==> config.mk <==
export PLATFORM = sky130hd
export DESIGN_NAME = bird_sprite_engine
export DESIGN_NICKNAME = d
export VERILOG_FILES = /design/src/rtl/bird_sprite_engine.sv
export SDC_FILE = /design/constraint.sdc
export NUM_CORES = 1
export LEC_CHECK = 0
export ABC_AREA = 1
export BUFFER_PORTS_ARGS = -buffer_cell sky130_fd_sc_hd__buf_2
export CORE_ASPECT_RATIO = 1.2
export CORE_MARGIN = 1.5
export CORE_UTILIZATION = 60
export CTS_CLUSTER_DIAMETER = 100
export DETAILED_ROUTE_END_ITERATION = 12
export PLACE_DENSITY = 0.82
export SYNTH_ARGS = -nofsm -noshare
export SYNTH_HDL_FRONTEND = slang
export SYNTH_SLANG_ARGS = --single-unit
==> constraint.sdc <==
create_clock -name clk -period 3.4 [get_ports clk]
set_clock_uncertainty 0.1 [all_clocks]
set_input_delay 0.51 -clock clk [delete_from_list [all_inputs] [get_ports clk]]
set_output_delay 0.51 -clock clk [all_outputs]
set_load 0.005 [all_outputs]
==> src/rtl/bird_sprite_engine.sv <==
// Clears, moves and redraws a single bird sprite once per requested frame.
// Define BIRD_BOUNCE_EN to make a live bird reflect off screen edges instead of stopping at them.
module bird_sprite_engine #(
    parameter int unsigned SPRITE_W = 4,
    parameter int unsigned SPRITE_H = 4,
    parameter int unsigned SCR_W    = 160,
    parameter int unsigned SCR_H    = 120,
    parameter int unsigned SPEED    = 1,
    parameter int unsigned SPAWN_X  = 78,
    parameter int unsigned SPAWN_Y  = 58
) (
    input  logic       clk,
    input  logic       reset,
    input  logic       start,
    input  logic       dir_load,
    input  logic [1:0] dir_in,
    input  logic       escape,
    input  logic       respawn,
    input  logic [7:0] spawn_x,
    input  logic [6:0] spawn_y,
    input  logic [7:0] Xplayer,
    input  logic [6:0] Yplayer,
    input  logic       firing,
    output logic [7:0] Xout,
    output logic [6:0] Yout,
    output logic [2:0] Colour,
    output logic       plot,
    output logic       busy,
    output logic       done,
    output logic       shot,
    output logic       flying,
    output logic       gone
);

    localparam logic [8:0] MaxX   = 9'(SCR_W - SPRITE_W);
    localparam logic [7:0] MaxY   = 8'(SCR_H - SPRITE_H);
    localparam logic [8:0] StepX  = 9'(SPEED);
    localparam logic [7:0] StepY  = 8'(SPEED);
    localparam logic [8:0] SpanX  = 9'(SPRITE_W - 1);
    localparam logic [7:0] SpanY  = 8'(SPRITE_H - 1);
    localparam logic [7:0] LastPx = 8'(SPRITE_W - 1);
    localparam logic [6:0] LastPy = 7'(SPRITE_H - 1);

    typedef enum logic [2:0] {StIdle, StClear, StMove, StDraw, StDone} frame_e;
    typedef enum logic [1:0] {BirdAlive, BirdFalling, BirdEscaping, BirdGone} bird_e;

    frame_e     frame_q, frame_d;
    bird_e      bird_q, bird_d;
    logic [7:0] x_q, x_d;
    logic [6:0] y_q, y_d;
    logic [1:0] dir_q, dir_d;
    logic [7:0] px_q, px_d;
    logic [6:0] py_q, py_d;
    logic       fire_q, fire_d;
    logic       esc_q, esc_d;
    logic [7:0] xp_q, xp_d;
    logic [6:0] yp_q, yp_d;

    // One bit wider than each axis so steps past 0 or the limit never wrap.
    logic [8:0] x_w, xp_w;
    logic [7:0] y_w, yp_w;
    logic [7:0] step_x;
    logic [6:0] step_y;
    logic [1:0] step_dir;
    logic [6:0] fall_y, esc_y;
    logic       fall_end, esc_end, hit;
    logic       scan_last;

    always_comb begin
        x_w      = {1'b0, x_q};
        y_w      = {1'b0, y_q};
        xp_w     = {1'b0, xp_q};
        yp_w     = {1'b0, yp_q};
        step_x   = x_q;
        step_y   = y_q;
        step_dir = dir_q;

        if (dir_q[0]) begin
            if (x_w + StepX > MaxX) begin
`ifdef BIRD_BOUNCE_EN
                step_dir[0] = 1'b0;
                step_x      = (x_w >= StepX) ? 8'(x_w - StepX) : 8'd0;
`else
                step_x      = 8'(MaxX);
`endif
            end else begin
                step_x = 8'(x_w + StepX);
            end
        end else begin
            if (x_w < StepX) begin
`ifdef BIRD_BOUNCE_EN
                step_dir[0] = 1'b1;
                step_x      = (x_w + StepX > MaxX) ? 8'(MaxX) : 8'(x_w + StepX);
`else
                step_x      = 8'd0;
`endif
            end else begin
                step_x = 8'(x_w - StepX);
            end
        end

        if (dir_q[1]) begin
            if (y_w + StepY > MaxY) begin
`ifdef BIRD_BOUNCE_EN
                step_dir[1] = 1'b0;
                step_y      = (y_w >= StepY) ? 7'(y_w - StepY) : 7'd0;
`else
                step_y      = 7'(MaxY);
`endif
            end else begin
                step_y = 7'(y_w + StepY);
            end
        end else begin
            if (y_w < StepY) begin
`ifdef BIRD_BOUNCE_EN
                step_dir[1] = 1'b1;
                step_y      = (y_w + StepY > MaxY) ? 7'(MaxY) : 7'(y_w + StepY);
`else
                step_y      = 7'd0;
`endif
            end else begin
                step_y = 7'(y_w - StepY);
            end
        end

        fall_end = (y_w + StepY >= MaxY);
        fall_y   = fall_end ? 7'(MaxY) : 7'(y_w + StepY);
        esc_end  = (y_w <= StepY);
        esc_y    = esc_end ? 7'd0 : 7'(y_w - StepY);

        hit = fire_q && (bird_q == BirdAlive) &&
              (xp_w >= x_w) && (xp_w <= x_w + SpanX) &&
              (yp_w >= y_w) && (yp_w <= y_w + SpanY);
    end

    assign scan_last = (px_q == LastPx) && (py_q == LastPy);

    always_comb begin
        frame_d = frame_q;
        bird_d  = bird_q;
        x_d     = x_q;
        y_d     = y_q;
        dir_d   = dir_q;
        px_d    = px_q;
        py_d    = py_q;
        fire_d  = fire_q;
        esc_d   = esc_q;
        xp_d    = xp_q;
        yp_d    = yp_q;

        unique case (frame_q)
            StIdle: begin
                // Respawn wins over a simultaneous start, which is dropped.
                if (respawn) begin
                    x_d    = spawn_x;
                    y_d    = spawn_y;
                    bird_d = BirdAlive;
                end else if (start) begin
                    frame_d = StClear;
                    px_d    = '0;
                    py_d    = '0;
                    fire_d  = firing;
                    esc_d   = escape;
                    xp_d    = Xplayer;
                    yp_d    = Yplayer;
                    if (dir_load) begin
                        dir_d = dir_in;
                    end
                end
            end
            StClear, StDraw: begin
                if (scan_last) begin
                    px_d    = '0;
                    py_d    = '0;
                    frame_d = (frame_q == StClear) ? StMove : StDone;
                end else if (px_q == LastPx) begin
                    px_d = '0;
                    py_d = py_q + 7'd1;
                end else begin
                    px_d = px_q + 8'd1;
                end
            end
            StMove: begin
                unique case (bird_q)
                    BirdAlive: begin
                        if (hit) begin
                            bird_d = BirdFalling;
                        end else if (esc_q) begin
                            y_d    = esc_y;
                            bird_d = esc_end ? BirdGone : BirdEscaping;
                        end else begin
                            x_d   = step_x;
                            y_d   = step_y;
                            dir_d = step_dir;
                        end
                    end
                    BirdFalling: begin
                        y_d = fall_y;
                        if (fall_end) begin
                            bird_d = BirdGone;
                        end
                    end
                    BirdEscaping: begin
                        y_d = esc_y;
                        if (esc_end) begin
                            bird_d = BirdGone;
                        end
                    end
                    default: ;
                endcase
                frame_d = (bird_d == BirdGone) ? StDone : StDraw;
            end
            StDone:  frame_d = StIdle;
            default: frame_d = StIdle;
        endcase
    end

    always_ff @(posedge clk or posedge reset) begin
        if (reset) begin
            frame_q <= StIdle;
            bird_q  <= BirdAlive;
            x_q     <= 8'(SPAWN_X);
            y_q     <= 7'(SPAWN_Y);
            dir_q   <= 2'b01;
            px_q    <= '0;
            py_q    <= '0;
            fire_q  <= 1'b0;
            esc_q   <= 1'b0;
            xp_q    <= '0;
            yp_q    <= '0;
        end else begin
            frame_q <= frame_d;
            bird_q  <= bird_d;
            x_q     <= x_d;
            y_q     <= y_d;
            dir_q   <= dir_d;
            px_q    <= px_d;
            py_q    <= py_d;
            fire_q  <= fire_d;
            esc_q   <= esc_d;
            xp_q    <= xp_d;
            yp_q    <= yp_d;
        end
    end

    // Outputs decode registered state only, so reset clears them immediately.
    always_comb begin
        plot   = (frame_q == StClear) || (frame_q == StDraw);
        Xout   = '0;
        Yout   = '0;
        Colour = 3'b000;
        if (plot) begin
            Xout = x_q + px_q;
            Yout = y_q + py_q;
        end
        if (frame_q == StDraw) begin
            Colour = (bird_q == BirdFalling) ? 3'b100 : 3'b111;
        end
        busy   = (frame_q != StIdle);
        done   = (frame_q == StDone);
        shot   = (bird_q == BirdFalling);
        flying = (bird_q == BirdFalling) || (bird_q == BirdEscaping);
        gone   = (bird_q == BirdGone);
    end

endmodule

Yosys cells after proc, flatten, opt, wreduce, memory -nomap -nowiden
Index checks and enable logic that the tools add are counted.
{ "word_totals": {"reg_bits": 54, "input_bits": 39, "out_inout_bits": 24, "wordCells": 121} }
{ "op_classes": {"addsub": 10, "n_lt_le_gt_ge": 10, "eq_ne": 20, "mux": 47, "bitwise_logic": 1, "reduce_logical": 22} }
{ "ops": {"columns": ["op", "count"], "rows": [
  ["$mux W8", 12],
  ["$mux W7", 13],
  ["$pmux W8 S2", 2],
  ["$pmux W7 S2", 2],
  ["$pmux W7 S3", 1],
  ["$mux W3", 6],
  ["$mux W2", 7],
  ["$ne A2 B2 Y1 const B", 7],
  ["$reduce_and A4 Y1", 3],
  ["$add A8 B1 Y9 const B", 1],
  ["$add A8 B2 Y9 const B", 1],
  ["$gt A9 B8 Y1 const B", 1],
  ["$le A8 B9 Y1", 1],
  ["$pmux W3 S3", 1],
  ["$reduce_and A3 Y1", 3],
  ["$add A7 B1 Y8 const B", 1],
  ["$add A7 B2 Y8 const B", 1],
  ["$add A8 B1 Y8 const B", 1],
  ["$add A8 B8 Y8", 1],
  ["$eq A8 B2 Y1 const B", 1],
  ["$ge A8 B7 Y1 const B", 1],
  ["$ge A8 B8 Y1", 1],
  ["$gt A8 B7 Y1 const B", 1],
  ["$le A7 B8 Y1", 1],
  ["29 further kinds", 40]
]} }

Logic depth before layout (Yosys ltp)
Gate-level depths: netlist of run 1.
{ "depth": {"depth_word": 12, "ltp_mapped": 23, "mapped_depth_nobuf": 23} }

Worst setup path after synthesis of run 1
No wires, ideal clock.
{ "synth_timing": {"path_type": "flip-flop to flip-flop", "startpoint": "register y_q[1]", "endpoint": "register y_q[6]", "setup_ps": 83, "t_arrival_ps": 2580, "setup_slack_ps": 637, "stages_incl_launch_ff": 22, "path_buffers": 0, "synth_period_minus_slack_ps": 2763, "cell_sequence": "dfstp_2 -> inv_1 -> ha_1 -> inv_1 -> nor2_1 -> nor2_1 -> inv_1 -> ha_1 -> nand2_1 -> nor2_1 -> nand2_1 -> nand3_1 -> nand2_1 -> nand2_1 -> nand2_2 -> nand4_2 -> nand2_2 -> nand2_2 -> nor2_1 -> nor2_1 -> o211ai_1 -> o21ai_0"} }
{ "synth_between": {"elab_chain_len": 8} }
{ "synth_rtl": {"columns": ["item", "line_no", "text"], "rows": [
  ["start: declaration", "50", "logic [6:0] y_q, y_d;"],
  ["start signal: assignment", "223", "y_q <= 7'(SPAWN_Y);"],
  ["start signal: assignment", "235", "y_q <= y_d;"],
  ["$add A7 B1 Y8", "111, 127", null],
  ["$gt A8 B7 Y1", "103", "if (y_w + StepY > MaxY) begin"],
  ["$mux W7", "103", null],
  ["$mux W7", "102", "if (dir_q[1]) begin"],
  ["$mux W7", "188", "end else if (esc_q) begin"],
  ["$mux W7", "186", "if (hit) begin"],
  ["$pmux W7 S3", "184", "unique case (bird_q)"],
  ["$pmux W7 S2", "151", "unique case (frame_q)"]
]} }
Parallel ways exist; a longest one is shown, timed or not. The select of a mux whose other input is x is not followed.
A chain may end at the register's enable or synchronous reset.

Worst setup path after layout of run 1
{ "layout_timing": {"startpoint": "register x_q[1]", "endpoint": "register y_q[4]"} }
{ "layout_between": {"elab_chain_len": 7} }
{ "layout_rtl": {"columns": ["item", "line_no", "text"], "rows": [
  ["start: declaration", "49", "logic [7:0] x_q, x_d;"],
  ["start signal: assignment", "222", "x_q <= 8'(SPAWN_X);"],
  ["$add A8 B2 Y9 / $ge A8 B8 Y1 (equally long branches)", "132", "(xp_w >= x_w) && (xp_w <= x_w + SpanX) &&"],
  ["$le A8 B9 Y1 / $logic_and A1 B1 Y1 (equally long branches)", "132, 131", null],
  ["$logic_and A1 B1 Y1 * (2 in series)", "132", null],
  ["$logic_and A1 B1 Y1 *", "133", "(yp_w >= y_w) && (yp_w <= y_w + SpanY);"],
  ["$ne A3 B3 Y1 (no line) *", null, null],
  ["$reduce_and A4 Y1 (no line) *", null, null]
]} }
Every way passes the cells marked *; elsewhere a longest branch is shown, timed or not.

==> results of run 1 <==
[what timing repair did]
action / 4_1_cts / 5_1_grt
setup endpoints to repair: 0 / 12
endpoints found under the hold margin: 0 / 0
buffers inserted: 0 / 6
resized for setup: 0 / 4
[worst max-delay path by stage]
| stage | endpoint | startpoint | slack, ps |
|---|---|---|---|
| after global placement | y_q[2]$_DFFE_PP0P_ | y_q[1]$_DFFE_PP1P_ | 390 |
| final | y_q[4]$_DFFE_PP1P_ | x_q[1]$_DFFE_PP1P_ | 200 |
| after CTS | y_q[6]$_DFFE_PP0P_ | y_q[1]$_DFFE_PP1P_ | 220 |
| after detailed placement | y_q[0]$_DFFE_PP0P_ | y_q[1]$_DFFE_PP1P_ | 230 |
| after floorplan | y_q[6]$_DFFE_PP0P_ | y_q[1]$_DFFE_PP1P_ | 640 |
| after global routing | y_q[2]$_DFFE_PP0P_ | x_q[1]$_DFFE_PP1P_ | 0.6 |
[cells by family after synthesis]
kind of cell / Yosys count / synth area share
muxes: 3 / 0.00579
AOI/OAI and AO/OA: 147 / 0.169
adders and majority gates: 59 / 0.145
and+or+nand+nor: 332 / 0.273
DFF: 54 / 0.263
xor gates and xnor gates: 31 / 0.0538
buffers and inverters: 115 / 0.0911
[through the flow]
step | total power (W) | cells | area [um^2] | util | hold slack [ps]
floorplan | 0.000798 | 741 | 5190 | - | 342
global placement | 0.000855 | 906 | 5570 | 0.658 | 357
detailed placement | 0.000863 | 906 | 5570 | 0.658 | 382
CTS | 0.00125 | 914 | 5670 | 0.669 | 189
global route | 0.00131 | 920 | 5740 | 0.678 | 213
finish | 0.00125 | 920 | 5740 | 0.678 | 164
[power breakdown]
part,switching (W),internal (W)
sequential,0.0000167,0.000656
clock,0.000243,0.000152
combinational,0.000108,0.0000741
total,0.000368,0.000882
[sequential cells by signal, indices dropped and copies added, names as in the netlist, 2 cells and up]
| register | flops |
|---|---|
| py_q | 7 |
| px_q | 8 |
| x_q | 8 |
| y_q | 7 |
| frame_q | 3 |
| dir_q | 2 |
| yp_q | 7 |
| xp_q | 8 |
| bird_q | 2 |
[Yosys cell counts, types with 2 or more instances]
master    count
nand2_2       7
buf_4         3
o21bai_1      4
dfrtp_1      45
nor2_1       67
o22ai_1       8
o21ai_1       8
a21oi_1      50
inv_2         5
clkbuf_1      7
nand4_1       6
nand3_1      32
xor2_1       29
fa_1          2
a21oi_2       4
or2_2         2
nand2_1     189
mux2i_1       3
nor4_1        2
a21oi_4       2
a31oi_1       5
buf_2         5
dfstp_2       9
ha_1         57
nor3_1       11
buf_6         3
o21ai_2       2
nand3_2       3
o21a_1        4
nor2_2        7
nand4_2       2
o211ai_1      9
o21ai_0      43
inv_1        89
[cells in the final DEF, fill, tap and decap left out, types with 4 or more instances in the layout]
cell / netlist / final
o21ai_1: 8 / 8
clkbuf_8: 0 / 5
o22ai_1: 8 / 8
a21oi_2: 4 / 4
nand2_1: 189 / 189
nor2_2: 7 / 9
a31oi_1: 5 / 5
dfrtp_1: 45 / 45
nand4_1: 6 / 6
buf_2: 5 / 62
buf_4: 3 / 10
o211ai_1: 9 / 9
inv_1: 89 / 87
xor2_1: 29 / 29
nor2_1: 67 / 65
a21oi_1: 50 / 50
ha_1: 57 / 57
o21ai_0: 43 / 43
nor3_1: 11 / 11
nand3_1: 32 / 32
dfstp_2: 9 / 9
o21a_1: 4 / 4
nand2_2: 7 / 7
o21bai_1: 4 / 4
inv_2: 5 / 6
[per-layer routing]
metal | wire length (um) | share of wire
met5 | 0 | 0
met4 | 452 | 0.035
met3 | 700 | 0.054
met2 | 6390 | 0.49
met1 | 5530 | 0.42
[critical path, delay by kind of cell (launching register included)]
family                     cells  cell delay [ps]
and+or+nand+nor               11             1020
adders and majority gates      2              510
buffers and inverters          2              270
DFF                            1              630
xor gates and xnor gates       1              190
AOI/OAI and AO/OA              3              390
[cell type report]
cell class | count | area [um^2] | area share
multi-input combinational | 572 | 3370 | 0.586
clock inverter | 3 | 26.3 | 0.00458
clock buffer | 5 | 68.8 | 0.0120
tap | 117 | 146 | 0.0255
sequential | 54 | 1360 | 0.237
timing repair buffer | 73 | 405 | 0.0706
inverter | 96 | 365 | 0.0636
==> flow_metrics.env, run 1 <==
export IMPL_dr_total_vias=5187
export IMPL_ys_async_sr_fraction=1.00
export IMPL_hp_class="in -> async"
export IMPL_end_kind="flop"
export IMPL_yosysTopAreaCell="dfrtp_1"
export IMPL_cap_violations=0
export IMPL_power_density_nw_per_um2=218
export IMPL_relSlewSlack=0.558
export IMPL_die_w_um=87.9
export IMPL_required_ps=3570
export IMPL_synth_flop_cell="dfrtp_1"
export IMPL_r2r_cells=19
export IMPL_insertion_delay_ps=320
export IMPL_setup_slack_ps=204
export IMPL_start_kind="flop"
export IMPL_crit_path_max_fanout=8
export IMPL_viasPerCell=5.64
export IMPL_avgSynthCellArea_um2=7.00
export IMPL_syn_nets=839
export IMPL_post_route_period_util=0.940
export IMPL_boundaryPins=63
export IMPL_use_met3=0.0355
export IMPL_status="completed"
export IMPL_ant_nets=0
export IMPL_setup_viol=0
export IMPL_start_util=0.613
export IMPL_die_h_um=105
export IMPL_cts_root_buf="clkbuf_8"
export IMPL_tightestPinTransition_ps=662
export IMPL_pre_cts_ws_ps=233
export IMPL_nets=900
export IMPL_num_fill_cells=770
export IMPL_worstPathCellList="inv_1 -> ha_1 -> nor2_2 -> xor2_1 -> ha_1 -> nand2_1 -> nor2_1 -> nand2_1 -> nand3_1 -> nand2_1 -> nand2_1 -> nand2_1 -> nand4_2 -> nand2_2 -> nand2_2 -> o21ai_4 -> buf_12 -> a21oi_1 -> a21oi_2"
export IMPL_netlist_instances=741
export IMPL_area_growth_pct=10.6
export IMPL_clk_pin_slew_ps=110
export IMPL_synth_area_um2=5190
export IMPL_critPathMaxStageDelay_ps=630
export IMPL_crit_type="reg -> reg"
export IMPL_r2r_slack_ps=200
export IMPL_drv_slew=0
export IMPL_port_buffer_count=62
export IMPL_wl_per_cell_um=14.2
export IMPL_crit_top_cell="nand2_1"
export IMPL_yosys_warnings=0
export IMPL_n_antenna_cell=0
export IMPL_fp_coreArea_um2=8470
export IMPL_busiest_layer="met2"
export IMPL_rows=37
export IMPL_grt_use_met1=0.371
export IMPL_grtUsageMet2=0.490
export IMPL_grt_pass1_vias=4866
export IMPL_synth_area_leaders="dfrtp_1 22%, ha_1 14%, nand2_1 14%"
export IMPL_dpl_hpwl_um=10200
export IMPL_drtIter0Drc=450
export IMPL_reg2reg_to="y_q[4]$_DFFE_PP1P_"
export IMPL_p_leak_nw=3.03
export IMPL_cts_tree="built"
export IMPL_grt_usage=0.291
export IMPL_cts_sinks=54
export IMPL_ys_seq_area_frac=0.263
export IMPL_yosysUniqueCellTypes=51
export IMPL_grt_pass1_wl_um=21500
export IMPL_ys_seq_elements=54
export IMPL_cp_arrival_ps=3360
export IMPL_grt_ovfl_total=0
export IMPL_cts_max_path_buffers=2
export IMPL_tns_ps=0
export IMPL_routed_wirelength_um=13100
export IMPL_detail_route_first_pass_iterations=5
export IMPL_die_area_um2=9220
export IMPL_drive_above_1_share=0.166
export IMPL_cts_hold_buf=0
export IMPL_fmax_mhz=313
export IMPL_synth_top_cell_area_share=0.217
export IMPL_vdd_drop_max_mv=0.212
export IMPL_fin_crit_ps=3200
export IMPL_crit_slowest_cell="dfstp_2"
export IMPL_synth_edf_count=0
export IMPL_gp_congestion=0.936
export IMPL_cts_made_buffers=5
export IMPL_timing_rr_start="x_q[1]$_DFFE_PP1P_"
export IMPL_grt_max_degree=32
export IMPL_cts_htree_levels=2
export IMPL_rsz0062_at_grt="false"
export IMPL_antenna_found_initial=0
export IMPL_hold_violations=0
export IMPL_drc=0
No activity file was read; power rests on OpenSTA's default activity.
==> run 2: changes to the inputs <==
==> constraint.sdc (replaced) <==
create_clock -name clk -period 3.6 [get_ports clk]
set_clock_uncertainty 0.1 [all_clocks]
set_input_delay 0.54 -clock clk [delete_from_list [all_inputs] [get_ports clk]]
set_output_delay 0.54 -clock clk [all_outputs]
set_load 0.005 [all_outputs]
==> run 2 against run 1 <==
Effect of this change:
- register-to-register slack better by 170 ps
- non-clock buffer count is 6 lower
- count of clock-buffer cells in the layout stayed put
- combinational power is 6% lower
- first-iteration DRC count is 24% lower
- global-route usage is 0.62 points higher
- sequential power is 5.7% lower
- critical path type is now reg -> out
- hold slack better by 110 ps
==> flow_metrics.env, run 2 (synthesized netlist as in run 1, its figures left out) <==
export IMPL_crit_slowest_cell="dfrtp_1"
export IMPL_cts_sinks=54
export IMPL_mostFrequentLayoutCell="nand2_1"
export IMPL_power_density_nw_per_um2=207
export IMPL_cts_resized=0
export IMPL_tightestPinTransition_ps=841
export IMPL_cp_arrival_ps=2610
export IMPL_start_kind="flop"
export IMPL_dr_total_vias=5184
export IMPL_gp_congestion=0.925
export IMPL_placed_area_um2=5570
export IMPL_fin_crit_ps=3250
export IMPL_fmax_mhz=308
export IMPL_antenna_found_initial=0
export IMPL_grt_pass1_vias=4975
export IMPL_worstPathCellList="buf_4 -> ha_1 -> fa_1 -> a21oi_1 -> nor2_1 -> nor2_1 -> nor2_1 -> nor2_1 -> inv_1 -> a21oi_1 -> xor2_1 -> nor2_1 -> buf_2"
export IMPL_timing_rr_start="y_q[1]$_DFFE_PP1P_"
export IMPL_die_h_um=105
export IMPL_layout_common_cells="189 x nand2_1, 88 x inv_1, 67 x nor2_1"
export IMPL_crit_type="reg -> out"
export IMPL_cpLargestDelayFamily="adder cells"
export IMPL_cts_htree_levels=2
export IMPL_r2r_slack_ps=370
export IMPL_status="completed"
export IMPL_grt_usage=0.297
export IMPL_cts_made_buffers=5
export IMPL_vdd_drop_max_mv=0.178
export IMPL_grt_use_met1=0.373
export IMPL_num_fill_cells=737
export IMPL_setup_slack_ps=353
export IMPL_clk_pin_slew_ps=110
export IMPL_cap_violations=0
export IMPL_regArea_um2=1360
export IMPL_tns_ps=0
export IMPL_ant_nets=0
export IMPL_grt_pass1_wl_um=22000
export IMPL_n_antenna_cell=0
export IMPL_critPathBufInv=3
export IMPL_busiest_layer="met2"
export IMPL_cts_root_buf="clkbuf_8"
export IMPL_pre_cts_ws_ps=422
export IMPL_drc=0
export IMPL_nets=894
export IMPL_port_buffer_count=62
export IMPL_rows=37
export IMPL_crit_path_max_fanout=9
export IMPL_power_total_w=0.00118
export IMPL_detail_route_first_pass_iterations=5
export IMPL_post_route_period_util=0.902
export IMPL_boundaryPins=63
export IMPL_fp_coreArea_um2=8470
export IMPL_die_area_um2=9220
export IMPL_insertion_delay_ps=320
export IMPL_grtUsageMet2=0.505
export IMPL_fin_cells=914
export IMPL_cts_max_path_buffers=2
export IMPL_post_route_cell_area_um2=5670
export IMPL_drive_above_1_share=0.156
export IMPL_routed_wirelength_um=12900
export IMPL_cts_setup_buffers=0
export IMPL_relSlewSlack=0.438
export IMPL_reg2reg_to="y_q[0]$_DFFE_PP0P_"
export IMPL_drtIter0Drc=342
export IMPL_setup_viol=0
export IMPL_r2r_cells=20
export IMPL_hold_violations=0
export IMPL_viasPerCell=5.67
export IMPL_drv_slew=0
export IMPL_required_ps=2960
export IMPL_multi_input_area_um2=3350
export IMPL_grt_max_degree=40
export IMPL_die_w_um=87.9
export IMPL_cts_tree="built"
export IMPL_critPathMaxStageDelay_ps=410
export IMPL_largest_registers="px_q: 8 flops, x_q: 8 flops, xp_q: 8 flops"
export IMPL_area_growth_pct=9.21
export IMPL_end_kind="output port"
export IMPL_p_leak_nw=3.00
export IMPL_rsz0062_at_grt="false"
export IMPL_grt_ovfl_total=0
export IMPL_hp_class="in -> async"
export IMPL_wl_per_cell_um=14.2
export IMPL_dpl_hpwl_um=10200
export IMPL_use_met3=0.0363
export IMPL_cts_hold_buf=0
export IMPL_crit_top_cell="nor2_1"
export IMPL_start_util=0.613
export IMPL_place_inst=906
run 2: per-stage QoR:
| step | hold WS [ps] | util |
|---|---|---|
| 2_1_floorplan | 342 | - |
| 3_5_place_dp | 359 | 0.658 |
| 6_report | 275 | 0.669 |
| 5_1_grt | 318 | 0.669 |
| 3_3_place_gp | 356 | 0.658 |
| 4_1_cts | 301 | 0.669 |
run 2: routing by layer:
metal	vias up	part of all wire
li1	2544	-
met1	2395	0.43
met2	199	0.49
met3	46	0.053
met4	0	0.032
met5	-	0
run 2: area by class of cell:
| class | count | share of cell area |
|---|---|---|
| clock buffers | 5 | 0.0121 |
| clock inverters | 3 | 0.00464 |
| inverters | 96 | 0.0638 |
| multi-input cells | 572 | 0.592 |
| flip-flops and latches | 54 | 0.240 |
| well taps | 117 | 0.0258 |
| repair buffers | 67 | 0.0614 |
run 2: worst register-to-register path, stage by stage (launching register included):
cell and delay [ps]:
dfstp_2 650, inv_1 180, ha_1 230, inv_1 70, nor2_1 70, nor2_1 210, inv_1 70, ha_1 270
nand2_1 40, nor2_1 150, nand4_1 110, nand2_1 70, inv_1 50, nand2_2 60, nand4_2 150, nand2_2 100
nand2_2 70, o21ai_4 260, nor2_1 70, nand2_1 70, o21ai_1 60
run 2: worst max path at each step:
stage                                   from                  to  slack [ps]  cells past startpoint
after floorplan           y_q[1]$_DFFE_PP1P_  y_q[6]$_DFFE_PP0P_         840                     21
after global placement    y_q[1]$_DFFE_PP1P_  y_q[2]$_DFFE_PP0P_         600                     20
after detailed placement  y_q[1]$_DFFE_PP1P_  y_q[0]$_DFFE_PP0P_         420                     20
after CTS                 y_q[0]$_DFFE_PP0P_             Yout[6]         350                     13
after global routing      y_q[1]$_DFFE_PP1P_  y_q[6]$_DFFE_PP0P_          60                     21
final                     y_q[0]$_DFFE_PP0P_             Yout[6]         350                     13
run 2: power by group:
group	internal (W)	switching [W]
registers	0.000619	0.0000153
clock network	0.000144	0.000226
logic	0.0000694	0.000102
